==> config.mk <==
export PLATFORM = sky130hd
export DESIGN_NAME = demux_1x4_stream_flat
export DESIGN_NICKNAME = d
export VERILOG_FILES = /design/src/rtl/demux_pkg.sv /design/src/rtl/demux_1x4_stream_if.sv /design/src/rtl/demux_lane_reg.sv /design/src/rtl/demux_1x4_stream.sv /design/src/flat_wrapper.sv
export SDC_FILE = /design/constraint.sdc
export NUM_CORES = 1
export LEC_CHECK = 0
export BUFFER_PORTS_ARGS = -buffer_cell sky130_fd_sc_hd__buf_2
export CAP_MARGIN = 30
export CORE_ASPECT_RATIO = 0.7
export CORE_UTILIZATION = 49
export DETAILED_ROUTE_END_ITERATION = 16
export GPL_ROUTABILITY_DRIVEN = 0
export PLACE_DENSITY = 0.78
export SLEW_MARGIN = 30
export SYNTH_ARGS = -nofsm -noshare
export SYNTH_HDL_FRONTEND = slang
export SYNTH_SLANG_ARGS = --single-unit
==> constraint.sdc <==
create_clock -name clk -period 1.4 [get_ports clk]
set_input_delay 0.28 -clock clk [delete_from_list [all_inputs] [get_ports clk]]
set_output_delay 0.28 -clock clk [all_outputs]
set_load 0.02 [all_outputs]
==> src/rtl/demux_pkg.sv <==
// demux_pkg: shared lane count, select width and lane index type
package demux_pkg;
  localparam int LANES = 4;
  localparam int SEL_W = 2;
  typedef logic [SEL_W-1:0] lane_idx_t;
endpackage

==> src/rtl/demux_1x4_stream_if.sv <==
// demux_1x4_stream_if: input beat and per-lane output handshake bundle
interface demux_1x4_stream_if
  import demux_pkg::*;
#(
  parameter int DATA_W = 16
);
  logic [DATA_W-1:0]       in_data;
  lane_idx_t               in_sel;
  logic                    in_valid;
  logic                    in_ready;
  logic [LANES*DATA_W-1:0] out_data;
  logic [LANES-1:0]        out_valid;
  logic [LANES-1:0]        out_ready;
  modport master (
    output in_data, in_sel, in_valid, out_ready,
    input  in_ready, out_data, out_valid
  );
  modport slave (
    input  in_data, in_sel, in_valid, out_ready,
    output in_ready, out_data, out_valid
  );
endinterface

==> src/rtl/demux_lane_reg.sv <==
// demux_lane_reg: one-entry lane register; a load in the same cycle as a drain keeps it full
module demux_lane_reg #(
  parameter int DATA_W = 16
) (
  input  logic              clk,
  input  logic              rst,
  input  logic              i_load,
  input  logic [DATA_W-1:0] i_data,
  input  logic              i_ready,
  output logic              o_valid,
  output logic [DATA_W-1:0] o_data
);
  logic              r_full;
  logic [DATA_W-1:0] r_data;
  always_ff @(posedge clk) begin
    if (rst) begin
      r_full <= 1'b0;
      r_data <= '0;
    end else if (i_load) begin
      r_full <= 1'b1;
      r_data <= i_data;
    end else if (i_ready) begin
      r_full <= 1'b0;
    end
  end
  assign o_valid = r_full;
  assign o_data  = r_data;
endmodule

==> src/rtl/demux_1x4_stream.sv <==
// demux_1x4_stream: registered 1-to-4 stream demux with per-lane holding registers
// Optional DEMUX_ROUND_ROBIN_EN: lane picked by an internal pointer instead of in_sel.
module demux_1x4_stream
  import demux_pkg::*;
#(
  parameter int DATA_W = 16
) (
  input logic clk,
  input logic rst,
  demux_1x4_stream_if.slave io_bus
);
  logic [LANES-1:0]  w_full;
  logic [LANES-1:0]  w_load;
  logic [DATA_W-1:0] w_data [LANES];
  lane_idx_t         w_dst;
  logic              w_ready;
  logic              w_accept;
`ifdef DEMUX_ROUND_ROBIN_EN
  lane_idx_t r_rr_ptr;
  // Pointer advances only on accept, so it waits on a stalled lane and order stays strict.
  always_ff @(posedge clk) begin
    r_rr_ptr <= rst ? '0 : r_rr_ptr + lane_idx_t'(w_accept);
  end
  assign w_dst = r_rr_ptr;
`else
  assign w_dst = io_bus.in_sel;
`endif
  always_comb begin
    w_ready          = ~w_full[w_dst] | io_bus.out_ready[w_dst];
    w_accept         = io_bus.in_valid & w_ready;
    w_load           = w_accept ? LANES'(1) << w_dst : '0;
    io_bus.in_ready  = w_ready;
    io_bus.out_valid = w_full;
    io_bus.out_data  = '0;
    for (int i = 0; i < LANES; i++) io_bus.out_data[i*DATA_W +: DATA_W] = w_data[i];
  end
  for (genvar k = 0; k < LANES; k++) begin : g_lane
    demux_lane_reg #(.DATA_W(DATA_W)) u_lane (
      .clk     (clk),
      .rst     (rst),
      .i_load  (w_load[k]),
      .i_data  (io_bus.in_data),
      .i_ready (io_bus.out_ready[k]),
      .o_valid (w_full[k]),
      .o_data  (w_data[k])
    );
  end
endmodule

==> src/flat_wrapper.sv <==
// flat-port wrapper written by rule: the top's interface ports become plain ports
module demux_1x4_stream_flat import demux_pkg::*;
#(
  parameter int DATA_W = 16
)
  (clk, rst, io_bus_in_data, io_bus_in_sel, io_bus_in_valid, io_bus_out_ready, io_bus_in_ready, io_bus_out_data, io_bus_out_valid);
  demux_1x4_stream_if #(.DATA_W(DATA_W)) io_bus_i ();
  input logic clk;
  input logic rst;
  input wire logic [$bits(io_bus_i.in_data)-1:0] io_bus_in_data;
  input wire logic [$bits(io_bus_i.in_sel)-1:0] io_bus_in_sel;
  input wire logic [$bits(io_bus_i.in_valid)-1:0] io_bus_in_valid;
  input wire logic [$bits(io_bus_i.out_ready)-1:0] io_bus_out_ready;
  output wire logic [$bits(io_bus_i.in_ready)-1:0] io_bus_in_ready;
  output wire logic [$bits(io_bus_i.out_data)-1:0] io_bus_out_data;
  output wire logic [$bits(io_bus_i.out_valid)-1:0] io_bus_out_valid;
  assign io_bus_i.in_data = io_bus_in_data;
  assign io_bus_i.in_sel = io_bus_in_sel;
  assign io_bus_i.in_valid = io_bus_in_valid;
  assign io_bus_i.out_ready = io_bus_out_ready;
  assign io_bus_in_ready = io_bus_i.in_ready;
  assign io_bus_out_data = io_bus_i.out_data;
  assign io_bus_out_valid = io_bus_i.out_valid;
  demux_1x4_stream #(.DATA_W(DATA_W)) u_core (.clk(clk), .rst(rst), .io_bus(io_bus_i));
endmodule
==> metrics.yaml <==
outcome:
  status: "finished, violations left"
  violations: "setup timing"
finish:
  antenna_cells: 0
  post-route-util_pct: 67.1
  regArea_um2: 1370
  multi_input_area_um2: 1280
  drive_above_1_share_pct: 37.6
  fill_cells: 449
  nets: 376
  area_growth_pct: 30.0
timing:
  fin_crit_sh_pct: 117
  finalSetupTns_ns: -0.232
  holdWs_ns: 0.255
  rsz0062_at_grt: "yes"
  period_needed_ns: 1.63
  finalWorstSetupSlack_ns: -0.232
  finalMaxSlewViolations: 0
  max_freq_ghz: 0.613
  setup_violations: 1
  fin_skew_ns: 0.00861
  maxSlewHeadroom_pct: 82.5
  hold_viol: 0
  worstMarginPinSlew_ns: 0.263
worst_setup_path:
  worstPathMaxFanout: 2
  arrival_ns: 1.35
  critPathLaunchType: "flop"
  worstPathRequired_ns: 1.12
  cp_slowest_stage_delay_ns: 0.48
  r2r_slack_ns: 0.11
  cp-end-kind: "output pin"
  cp_slowest_cell: "mux4_2"
  cp_cell_sequence: "nand2b_1, mux4_2, buf_6"
  crit_type: "reg -> out"
placed_design:
  hpwl_um: 4170
  place_ws_ns: -0.0290
  port_buffers: 93
power:
  power_density_nw_per_um2: 1090
  leakagePower_nw: 1.87
  ir_drop_uv: 607
die:
  core-area_um2: 5340
  initial_core_util_pct: 51.6
  die_y_um: 64.7
  num_rows: 22
  die_w_um: 91.6
  io_pins: 94
  dieArea_um2: 5930
yosys:
  synthArstFlopShare_pct: 0
  dominantRegCellSynth: "dfxtp_1"
  synth_common_cells: "nand2b_1 (84), dfxtp_1 (68), mux2i_1 (64)"
  synth_area_um2: 2760
  ys_warn_count: 0
  synth-edff-count: 0
  yosys.area_share.simple_pct: 21.6
  synthCells: 251
  synthMuxAreaShare_pct: 24.1
  synth_area_leaders: "dfxtp_1 (49%), mux2i_1 (23%), nand2b_1 (19%), buf_4 (1.9%), clkbuf_1 (1.4%)"
  synthAdderAreaFrac_pct: 0
  synth-compound-area-share_pct: 0.727
  ys_types: 18
  synth_top_family_by_area: "multiplexers"
  synth_most_common_cell: "nand2b_1"
  ys_ff_latch: 68
  synth_nets: 276
  yosysSeqAreaShare_pct: 49.4
  synth.avg_cell_area_um2: 11.0
  synth_top_area_cell: "dfxtp_1"
  synth_xor_area_share_pct: 0
  netlist.area_leader.share_pct: 49.4
global_routing:
  grt_pass1_vias: 2068
  grt_pass1_wl_um: 10000
  antenna_found_initial: 0
  overflow: 0
  grt_use_total_pct: 22.5
  grt_max_degree: 51
clock_network:
  cts_sinks: 68
  clockRootBuffer: "clkbuf_8"
  numCtsBuffers: 9
  cts_hold_buf: 0
  worstSkewPairLatency_ns: 0.34
  cts_tree: "built"
  clk_pin_slew_ns: 0.07
  cts_max_level: 3
  clockBufferDepth: 2
route:
  ant_nets: 0
  drc: 0
  num_vias: 2061
  drtIter0Drc: 66
  dr.pass1.iters: 5
  wire_per_inst_um: 14.1
  post_drt_via_cell_ratio: 4.82
  wl_um: 6030
run:
  max_cap_viol_count: 0
min_path:
  hp-class: "in -> reg"
cell type report:
cell class / instances / area share [%]
clock buffers: 11 / 3.95
clock inverters: 5 / 0.768
repair buffers: 110 / 18.8
well taps: 72 / 2.51
multi-input cells: 162 / 35.8
flip-flops and latches: 68 / 38.1
timing repair:
| action | in CTS | in global routing |
|---|---|---|
| pin swaps | 0 | 0 |
| endpoints found under the setup margin | 1 | 7 |
| setup buffers | 6 | 0 |
| resized for setup | 6 | 1 |
routing by layer:
| layer | vias to the layer above | GRT usage (%) | wire, um | part of all wire [%] |
|---|---|---|---|---|
| li1 | 1026 | - | - | - |
| met1 | 958 | 28.4 | 2860 | 47 |
| met2 | 71 | 34.0 | 2620 | 43 |
| met3 | 6 | 10.7 | 508 | 8.4 |
| met4 | 0 | 7.14 | 46 | 0.76 |
| met5 | - | 0 | 0 | 0 |
state kept, by name, summed over array words and instances, names as in the netlist:
name / cells
u_core.g_lane.u_lane.o_data: 64
u_core.g_lane.u_lane.o_valid: 4
where the power goes:
group          switching (mW)  total, mW  internal (mW)
Sequential             0.0363       2.04           2.00
Clock                   0.708       1.39          0.678
Combinational           0.257      0.473          0.215
worst max-delay path: cells and delay by family, from the launching register on:
kind,cells,cell delay [ns]
flops,1,0.33
mux,1,0.48
simple gates,1,0.06
buf+inv,1,0.15
cells in the final DEF, fill, tap and decap left out:
master	count
nand2_2	1
mux2i_1	64
buf_2	92
mux4_2	1
nand4_1	1
nand2_1	1
buf_12	6
or3_4	1
nand4b_1	1
a21oi_1	4
buf_4	11
nor2b_1	1
buf_6	1
nand2b_1	84
clkinv_2	4
and4_1	1
nor3_2	1
clkbuf_8	10
nor3b_2	1
clkinvlp_4	1
dfxtp_2	4
clkbuf_1	1
dfxtp_1	64
through the flow:
stage          power [mW]  area, um2  std cells
2_1_floorplan        2.38       2760        251
3_3_place_gp         2.54       3350        406
3_5_place_dp         2.55       3350        406
4_1_cts              3.94       3580        428
5_1_grt              4.09       3580        428
6_report             3.90       3580        428
final timing paths:
kind	from	depth (start not counted)	endpoint
setup / recovery	u_core.g_lane[3].u_lane.o_valid$_SDFFE_PP0P_	3	io_bus_in_ready
hold / removal	io_bus_out_ready[2]	3	u_core.g_lane[2].u_lane.o_valid$_SDFFE_PP0P_
setup reg to reg	u_core.g_lane[1].u_lane.o_valid$_SDFFE_PP0P_	6	u_core.g_lane[1].u_lane.o_data[7]$_SDFFE_PP0P_
hold reg to reg	u_core.g_lane[2].u_lane.o_data[9]$_SDFFE_PP0P_	2	u_core.g_lane[2].u_lane.o_data[9]$_SDFFE_PP0P_
kinds of logic after synthesis:
logic type             after synthesis
AOI/OAI and AO/OA                    4
DFF                                 68
and+or+nand+nor                     93
buffers and inverters               21
muxes                               65
Note: power is estimated with default switching activity, not from simulation.
